$ cat src/rtl/packet_xor_recover_pkg.sv
// Shared sizes, derived widths and FSM state type for the XOR erasure-recovery
// engine and its accumulator.
//   W             rows (words) per packet
//   K_MAX         data packets per stripe; slot K_MAX is the parity packet
//   PACKET_LENGTH bits per row
//   IDX_W         width of a slot index (0..K_MAX)
//   PKT_BITS      total packet width, row r at [r*PACKET_LENGTH +: PACKET_LENGTH]
package packet_xor_recover_pkg;

  localparam int unsigned W             = 8;
  localparam int unsigned K_MAX         = 4;
  localparam int unsigned PACKET_LENGTH = 32;

  localparam int unsigned IDX_W    = $clog2(K_MAX + 1);
  localparam int unsigned PKT_BITS = W * PACKET_LENGTH;

  typedef enum logic [1:0] {
    ST_IDLE,
    ST_COLLECT,
    ST_OUTPUT
  } state_t;

  // A slot index names a real packet only if it is 0..K_MAX.
  function automatic logic idx_in_range(input logic [IDX_W-1:0] idx);
    return 32'(idx) <= K_MAX;
  endfunction

endpackage

$ cat src/rtl/packet_xor_accum.sv
// W x PACKET_LENGTH XOR accumulator. All rows are XORed in parallel.
//   clk          rising-edge clock
//   clr          synchronous clear (wins over xor_en)
//   xor_en       fold in_packet_i into the accumulator this edge
//   in_packet_i  packet to accumulate
//   acc          current accumulator value
module packet_xor_accum
  import packet_xor_recover_pkg::*;
(
  input  logic                clk,
  input  logic                clr,
  input  logic                xor_en,
  input  logic [PKT_BITS-1:0] in_packet_i,
  output logic [PKT_BITS-1:0] acc
);

  always_ff @(posedge clk) begin
    if (clr) begin
      acc <= '0;
    end else if (xor_en) begin
      acc <= acc ^ in_packet_i;
    end
  end

endmodule

$ cat src/rtl/packet_xor_recover.sv
// Sequential erasure-recovery engine: the host names one erased slot, streams
// the K_MAX survivors in any order, and the XOR of the survivors is presented
// as the reconstructed packet.
//   clk, rst_n                  clock, synchronous active-low reset
//   start_i, erased_idx_i       begin a recovery of slot erased_idx_i (IDLE only)
//   in_valid_i/in_ready_o       input handshake, in_idx_i names the slot of in_packet_i
//   out_valid_o/out_ready_i     output handshake for out_packet_o / out_idx_o
//   busy_o                      FSM not in IDLE
//   err_o                       sticky protocol error, cleared by next accepted start
module packet_xor_recover
  import packet_xor_recover_pkg::*;
(
  input  logic                clk,
  input  logic                rst_n,
  input  logic                start_i,
  input  logic [IDX_W-1:0]    erased_idx_i,
  input  logic                in_valid_i,
  output logic                in_ready_o,
  input  logic [IDX_W-1:0]    in_idx_i,
  input  logic [PKT_BITS-1:0] in_packet_i,
  output logic                out_valid_o,
  input  logic                out_ready_i,
  output logic [PKT_BITS-1:0] out_packet_o,
  output logic [IDX_W-1:0]    out_idx_o,
  output logic                busy_o,
  output logic                err_o
);

  state_t           state;
  logic [K_MAX:0]   seen;
  logic [IDX_W-1:0] cnt;

  logic [K_MAX:0]   idx_onehot;
  logic             seen_hit;
  logic             accept;
  logic             beat_bad;
  logic             start_ok;
  logic             acc_clr;
  logic             acc_xor_en;

  // Decode in_idx_i against the seen mask without indexing past K_MAX.
  always_comb begin
    idx_onehot = '0;
    seen_hit   = 1'b0;
    for (int unsigned i = 0; i <= K_MAX; i++) begin
      if (in_idx_i == IDX_W'(i)) begin
        idx_onehot[i] = 1'b1;
        seen_hit      = seen[i];
      end
    end
  end

  // out_idx_o doubles as the latched erased slot.
  assign beat_bad   = (in_idx_i == out_idx_o) || !idx_in_range(in_idx_i) || seen_hit;
  assign accept     = in_valid_i && in_ready_o;
  assign start_ok   = (state == ST_IDLE) && start_i && idx_in_range(erased_idx_i);
  assign acc_clr    = !rst_n || start_ok;
  assign acc_xor_en = accept && !beat_bad;

  packet_xor_accum u_accum (
    .clk         (clk),
    .clr         (acc_clr),
    .xor_en      (acc_xor_en),
    .in_packet_i (in_packet_i),
    .acc         (out_packet_o)
  );

  always_ff @(posedge clk) begin
    if (!rst_n) begin
      state       <= ST_IDLE;
      seen        <= '0;
      cnt         <= '0;
      in_ready_o  <= 1'b0;
      out_valid_o <= 1'b0;
      out_idx_o   <= '0;
      busy_o      <= 1'b0;
      err_o       <= 1'b0;
    end else begin
      case (state)
        ST_IDLE: begin
          if (start_i) begin
            if (idx_in_range(erased_idx_i)) begin
              state      <= ST_COLLECT;
              out_idx_o  <= erased_idx_i;
              seen       <= '0;
              cnt        <= '0;
              err_o      <= 1'b0;
              in_ready_o <= 1'b1;
              busy_o     <= 1'b1;
            end else begin
              err_o <= 1'b1;
            end
          end
        end
        ST_COLLECT: begin
          if (accept) begin
            if (beat_bad) begin
              err_o <= 1'b1;
            end else begin
              seen <= seen | idx_onehot;
              cnt  <= cnt + 1'b1;
              if (cnt == IDX_W'(K_MAX - 1)) begin
                state       <= ST_OUTPUT;
                in_ready_o  <= 1'b0;
                out_valid_o <= 1'b1;
              end
            end
          end
        end
        ST_OUTPUT: begin
          if (out_ready_i) begin
            state       <= ST_IDLE;
            out_valid_o <= 1'b0;
            busy_o      <= 1'b0;
          end
        end
        default: begin
          state       <= ST_IDLE;
          in_ready_o  <= 1'b0;
          out_valid_o <= 1'b0;
          busy_o      <= 1'b0;
        end
      endcase
    end
  end

endmodule

$ cat config.mk
export PLATFORM = sky130hd
export DESIGN_NAME = packet_xor_recover
export DESIGN_NICKNAME = d
export VERILOG_FILES = /design/src/rtl/packet_xor_recover_pkg.sv /design/src/rtl/packet_xor_accum.sv /design/src/rtl/packet_xor_recover.sv
export SDC_FILE = /design/constraint.sdc
export NUM_CORES = 1
export LEC_CHECK = 0
export CAP_MARGIN = 10
export CORE_AREA = 5 5 200 202
export DETAILED_ROUTE_END_ITERATION = 12
export DIE_AREA = 0 0 205 207
export PLACE_DENSITY = 0.74
export SLEW_MARGIN = 0
export SYNTH_ARGS = -nofsm -noshare
export SYNTH_HDL_FRONTEND = slang
export SYNTH_SLANG_ARGS = --single-unit
$ cat constraint.sdc
create_clock -name clk -period 2.3 [get_ports clk]
set_clock_uncertainty 0.15 [all_clocks]
set_input_delay 0.46 -clock clk [delete_from_list [all_inputs] [get_ports clk]]
set_output_delay 0.46 -clock clk [all_outputs]
set_load 0.05 [all_outputs]
==> flow_metrics.py, run 1 <==
metrics = {
    "status": {
        "status": "finished, final reports clean",
    },
    "critical_path": {
        "r2r_start": "out_idx_o[2]$_SDFFE_PN0P_",
        "worst_path_max_delay_cell": "clkdlybuf4s50_1",
        "crit_path_max_incr_delay_ns": 0.66,
        "worst_ep_required_time_ns": 2.58,
        "path_max_fanout": 30,
        "cp-start-kind": "input port",
        "reg2reg_depth": 7,
        "end_kind": "flop",
        "critPathLaunch": "in_idx_i[1]",
        "critPathKind": "input port to flop",
        "worstReg2RegEnd": "u_accum.acc[18]$_SDFFE_PP0P_",
        "crit_end": "u_accum.acc[18]$_SDFFE_PP0P_",
        "crit_chain": "clkdlybuf4s50_1 -> xnor2_1 -> a31oi_4 -> buf_12 -> buf_4 -> o211ai_1 -> xor2_1 -> nor2_1",
        "ff2ff_setup_slack_ns": 0.32,
        "critPathArrivalTime_ns": 2.47,
    },
    "power_and_ir_drop": {
        "netSwitchingPower_mw": 3.05,
        "ir_drop_v": 0.000577,
        "power.density_nw_per_um2": 617,
        "p_int_mw": 8.60,
        "clockPowerShare": 0.421,
        "leakage_nw": 8.09,
        "power.share.sequential": 0.419,
        "power_frac_comb": 0.160,
        "p_sw_frac": 0.262,
    },
    "sta": {
        "tightest_slew_ns": 0.571,
        "rsz0062_at_grt": "false",
        "setup_slack_ns": 0.113,
        "slew_headroom": 0.621,
        "hold_viol_final": 0,
        "fmax_mhz": 457,
        "finalSetupTns_ns": 0,
        "setup_violations": 0,
        "period_share": 0.951,
        "maxSlewViolCount": 0,
        "holdWs_ns": 0.311,
        "period_needed_ns": 2.19,
    },
    "die": {
        "pin_count": 530,
        "die_area_sq_um": 42400,
        "rows": 72,
        "core_sq_um": 38100,
        "fp.dieW_um": 205,
        "start_util": 0.308,
        "die_y_um": 207,
    },
    "clock_network": {
        "clk_latency_ns": 0.55,
        "htree_levels": 1,
        "cts_tree": "done",
        "clock_path_buffers": 3,
        "cts_setup_buffers": 0,
        "cts_sinks": 273,
        "cts-buffers-inserted": 31,
        "root_buffer": "clkbuf_16",
        "clk_pin_slew_worst_paths_ns": 0.06,
        "cts_hold_buf": 0,
    },
    "detailed_routing": {
        "remaining_drc_errors": 0,
        "drtAntennaViolNets": 0,
        "wl_per_cell_um": 17.6,
        "route.vias.total": 11200,
        "first_pass_iters": 5,
        "drt_iter0_drc": 681,
        "vias_per_cell": 4.80,
        "postRouteWirelength_mm": 41.0,
    },
    "synthesis": {
        "syn_inst": 1246,
        "yosysSeqAreaShare": 0.466,
        "synth_top_area_frac": 0.466,
        "syn-cell-area_sq_um": 11700,
        "yosysMostFrequentCell": "dfxtp_1",
        "synth-main-ff-cell": "dfxtp_1",
        "synth-seq-cells": 273,
        "synth_cell_types": 41,
        "synth_edf_count": 0,
        "avgSynthCellArea_sq_um": 9.41,
        "synth_area_leaders": "dfxtp_1 (47%), xor2_1 (19%), o211ai_1 (17%)",
        "synth_nets": 1515,
        "synth.largest_area_cell": "dfxtp_1",
        "synth_warnings": 0,
        "synthTopCellsByCount": "dfxtp_1 (273), nor2_1 (266), o211ai_1 (258)",
        "synth_async_sr_flop_share": 0,
    },
    "final_layout": {
        "layout-drive-gt1-share": 0.0915,
        "multi_input_area_sq_um": 5680,
        "register_area_sq_um": 5470,
        "fin_area_sq_um": 18900,
        "area_growth_pct": 60.9,
        "fillCellCount": 3571,
        "nNetsFinal": 2061,
        "final_cells": 2333,
        "diodes": 0,
    },
    "placed_design": {
        "dpl_worst_slack_ns": -0.430,
        "portBuffers": 529,
        "place_inst": 2277,
        "dpl_cell_area_sq_um": 18200,
        "hpwl_mm": 30.3,
        "place_congestion": 0.834,
    },
    "grt": {
        "grt_usage": 0.182,
        "grt_pass1_vias": 11600,
        "grt_overflow": 0,
        "antenna_found_initial": 0,
        "grt_max_degree": 59,
        "grt_pass1_wl_mm": 63.7,
    },
    "hold_path": {
        "hold_class": "flop to flop",
    },
    "run": {
        "cap_violations": 0,
    },
}
## routing by layer
metal / share of wire / GRT usage
met5: 0 / 0
met4: 0.030 / 0.0575
met3: 0.091 / 0.0549
met2: 0.49 / 0.319
met1: 0.39 / 0.211
## cell type report
type | instances | share of cell area
clock buffers | 44 | 0.0479
clock inverters | 12 | 0.00603
inverters | 6 | 0.00119
multi-input cells | 850 | 0.301
flip-flops and latches | 273 | 0.290
well taps | 518 | 0.0343
repair buffers | 630 | 0.320
## flip-flops by register name (all words and copies together), names as in the netlist
signal       cells
busy_o           1
cnt              3
err_o            1
in_ready_o       1
out_idx_o        3
out_valid_o      1
seen             5
state            2
u_accum.acc    256
## worst max-delay path: cells and delay by family
family | cells | cell delay (ns)
simple gates | 1 | 0.06
xor+xnor | 2 | 0.39
compound gates | 2 | 0.40
buf+inv | 3 | 1.13
## stage by stage
stage,power [mW],utilization
finish,11.7,0.495
global route,12.1,0.495
CTS,11.8,0.495
detailed placement,6.90,0.477
global placement,6.88,0.477
floorplan,5.87,-
## worst min path at each step
stage,startpoint,end,cells after the start
3_3_place_gp,seen[1]$_SDFFE_PN0P_,seen[1]$_SDFFE_PN0P_,2
2_1_floorplan,seen[1]$_SDFFE_PN0P_,seen[1]$_SDFFE_PN0P_,2
5_1_grt,out_valid_o$_SDFFE_PN0P_,out_valid_o$_SDFFE_PN0P_,2
6_report,out_valid_o$_SDFFE_PN0P_,out_valid_o$_SDFFE_PN0P_,2
3_5_place_dp,out_valid_o$_SDFFE_PN0P_,out_valid_o$_SDFFE_PN0P_,2
4_1_cts,out_valid_o$_SDFFE_PN0P_,out_valid_o$_SDFFE_PN0P_,2
## logic make-up after synthesis
kind of cell,Yosys count,synth area share
adders and majority gates,2,0.00213
AOI/OAI and AO/OA,291,0.184
muxes,2,0.00171
buffers and inverters,123,0.0522
and+or+nand+nor,296,0.100
DFF,273,0.466
xor gates and xnor gates,259,0.193
## cell usage in the layout (no fill, tap or decap), types with 2 or more instances in the layout
cell             netlist  routed
nor2_1               266     266
ha_1                   2       2
dlygate4sd2_1          0     259
a41oi_1                2       2
clkdlybuf4s50_1        0     266
xor2_1               256     256
clkinv_2               0       9
buf_4                  6      79
dfxtp_1              273     273
o21ai_0                4       4
a21oi_1               14      14
clkbuf_16              0      31
xnor2_1                3       3
nand3_1                3       3
nand4b_1               2       2
clkbuf_8               0       8
mux2i_1                2       2
nand2_1                9       9
clkbuf_1               6       5
o21a_1                 2       2
inv_1                  5       5
buf_12                 0      26
bufinv_16              0       2
a31oi_1                3       3
nor3_1                 3       3
o211ai_1             258     258
## power by group through the flow
stage,Sequential (mW),Combinational [mW],Clock (mW)
finish,4.88,1.86,4.91
global route,4.89,1.98,5.25
CTS,4.88,1.87,5.04
detailed placement,4.99,1.91,0
global placement,4.98,1.89,0
floorplan,5.27,0.606,0
## what timing repair did
item | in CTS | in global routing
setup endpoints to repair | 259 | 0
gates resized for setup | 259 | 0
hold endpoints to repair | 0 | 0
Power figures use the tool's default switching activity.
==> run 2, diff against run 1 <==
- CAP_MARGIN: 10 -> unset
- SETUP_SLACK_MARGIN: unset -> 0.02
==> flow_metrics.py, run 2 (synthesis results as in run 1) <==
metrics = {
    "final_layout": {
        "nNetsFinal": 2061,
        "largest_reg_flops": 256,
        "final_cells": 2333,
        "diodes": 0,
        "fillCellCount": 3571,
        "reg_top3": "u_accum.acc x256, seen x5",
        "regMostFlops": "u_accum.acc",
        "layout_commonest_cell": "dfxtp_1",
        "fin_area_sq_um": 18900,
        "final_cell_mix": "dfxtp_1 (273), nor2_1 (266), clkdlybuf4s50_1 (265)",
        "area_growth_pct": 60.9,
        "layout-drive-gt1-share": 0.0915,
    },
    "hold_path": {
        "hold_class": "flop to flop",
    },
    "die": {
        "start_util": 0.308,
        "die_area_sq_um": 42400,
        "rows": 72,
        "pin_count": 530,
        "fp.dieW_um": 205,
        "core_sq_um": 38100,
        "die_y_um": 207,
    },
    "detailed_routing": {
        "first_pass_iters": 5,
        "drtAntennaViolNets": 0,
        "remaining_drc_errors": 0,
        "drt_iter0_drc": 655,
        "vias_per_cell": 4.78,
        "route.vias.total": 11200,
        "wl_per_cell_um": 17.6,
        "postRouteWirelength_mm": 41.0,
    },
    "critical_path": {
        "worstReg2RegEnd": "u_accum.acc[18]$_SDFFE_PP0P_",
        "critPathArrivalTime_ns": 1.55,
        "crit_buf_inv": 1,
        "cp.depth": 1,
        "path_max_fanout": 5,
        "cp-start-kind": "flop",
        "end_kind": "primary output",
        "crit_end": "in_ready_o",
        "worst_path_max_delay_cell": "dlygate4sd2_1",
        "critPathKind": "flop to primary output",
        "ff2ff_setup_slack_ns": 0.32,
        "crit_path_max_incr_delay_ns": 0.60,
        "critPathLaunch": "in_ready_o$_SDFFE_PN0P_",
        "crit_family": "buffers and inverters",
        "reg2reg_depth": 7,
        "r2r_start": "out_idx_o[2]$_SDFFE_PN0P_",
        "crit_chain": "dlygate4sd2_1",
        "worst_ep_required_time_ns": 1.69,
    },
    "clock_network": {
        "cts_sinks": 273,
        "clock_path_buffers": 3,
        "clk_pin_slew_worst_paths_ns": 0.06,
        "cts_tree": "done",
        "cts_hold_buf": 0,
        "cts_setup_buffers": 0,
        "htree_levels": 1,
        "root_buffer": "clkbuf_16",
        "cts-buffers-inserted": 31,
        "clk_latency_ns": 0.55,
    },
    "sta": {
        "holdWs_ns": 0.311,
        "slew_headroom": 0.622,
        "period_needed_ns": 2.16,
        "setup_violations": 0,
        "period_share": 0.938,
        "tightest_slew_ns": 0.570,
        "finalSetupTns_ns": 0,
        "fmax_mhz": 464,
        "maxSlewViolCount": 0,
        "rsz0062_at_grt": "false",
        "hold_viol_final": 0,
    },
    "grt": {
        "antenna_found_initial": 0,
        "use_met2": 0.319,
        "grt_overflow": 0,
        "grt_usage": 0.182,
        "grt_max_degree": 59,
        "grt_pass1_vias": 11600,
        "busiest_layer": "met2",
        "grt_pass1_wl_mm": 63.7,
        "grt_use_met1": 0.211,
        "grtUsageMet3": 0.0549,
    },
    "power_and_ir_drop": {
        "p_int_mw": 8.60,
        "power_mw": 11.6,
        "ir_drop_v": 0.000576,
        "power_frac_comb": 0.160,
        "leakage_nw": 8.10,
        "netSwitchingPower_mw": 3.05,
        "power.share.sequential": 0.419,
        "power.density_nw_per_um2": 617,
        "clockPowerShare": 0.421,
        "p_sw_frac": 0.262,
    },
    "run": {
        "cap_violations": 0,
    },
    "status": {
        "status": "finished, final reports clean",
    },
    "placed_design": {
        "place_congestion": 0.834,
        "dpl_cell_area_sq_um": 18200,
        "hpwl_mm": 30.3,
        "portBuffers": 529,
        "place_inst": 2277,
    },
}
## run 2: changes by cell type in the layout (fill, tap and decap cells not counted)
| cell | previous run | this run |
|---|---|---|
| clkdlybuf4s50_1 | 266 | 265 |
| dlymetal6s2s_1 | 0 | 1 |
## run 2: per-stage QoR
stage,worst slack (ns),utilization
CTS,0.122,0.495
global route,0.0696,0.495
finish,0.144,0.495
detailed placement,-0.430,0.477
global placement,-0.364,0.477
floorplan,0.182,-
## run 2: worst min-delay path by stage
stage | startpoint | endpoint | slack [ns] | cells after the start
2_1_floorplan | seen[1]$_SDFFE_PN0P_ | seen[1]$_SDFFE_PN0P_ | 0.27 | 2
3_3_place_gp | seen[1]$_SDFFE_PN0P_ | seen[1]$_SDFFE_PN0P_ | 0.28 | 2
3_5_place_dp | out_valid_o$_SDFFE_PN0P_ | out_valid_o$_SDFFE_PN0P_ | 0.31 | 2
4_1_cts | out_valid_o$_SDFFE_PN0P_ | out_valid_o$_SDFFE_PN0P_ | 0.31 | 2
5_1_grt | out_valid_o$_SDFFE_PN0P_ | out_valid_o$_SDFFE_PN0P_ | 0.33 | 2
6_report | out_valid_o$_SDFFE_PN0P_ | out_valid_o$_SDFFE_PN0P_ | 0.31 | 2
## run 2: per-layer routing
metal	vias to the layer above	wire [um]	share of wire
met5	-	0	0
met4	0	1220	0.030
met3	79	3710	0.091
met2	460	20000	0.49
met1	5264	16000	0.39
li1	5354	-	-
## run 2: cell type report
class / instances / area, sq um / share of cell area
repair buffers: 630 / 6050 / 0.320
multi-input cells: 850 / 5680 / 0.301
flip-flops and latches: 273 / 5470 / 0.290
clock buffers: 44 / 905 / 0.0479
well taps: 518 / 648 / 0.0343
clock inverters: 12 / 114 / 0.00603
inverters: 6 / 22.5 / 0.00119
## run 2: repair_timing
| action | CTS | global route |
|---|---|---|
| resized for setup | 259 | 1 |
| cloned | 0 | 0 |
| pin swaps | 0 | 0 |
| endpoints found under the hold margin | 0 | 0 |
| endpoints found under the setup margin | 259 | 1 |
## run 2: power by group through the flow
stage	logic, mW	clock network, mW	registers, mW
final	1.86	4.90	4.88
after global routing	1.98	5.25	4.89
after CTS	1.87	5.04	4.88
after detailed placement	1.91	0	4.99
after global placement	1.89	0	4.98
after floorplan	0.606	0	5.27
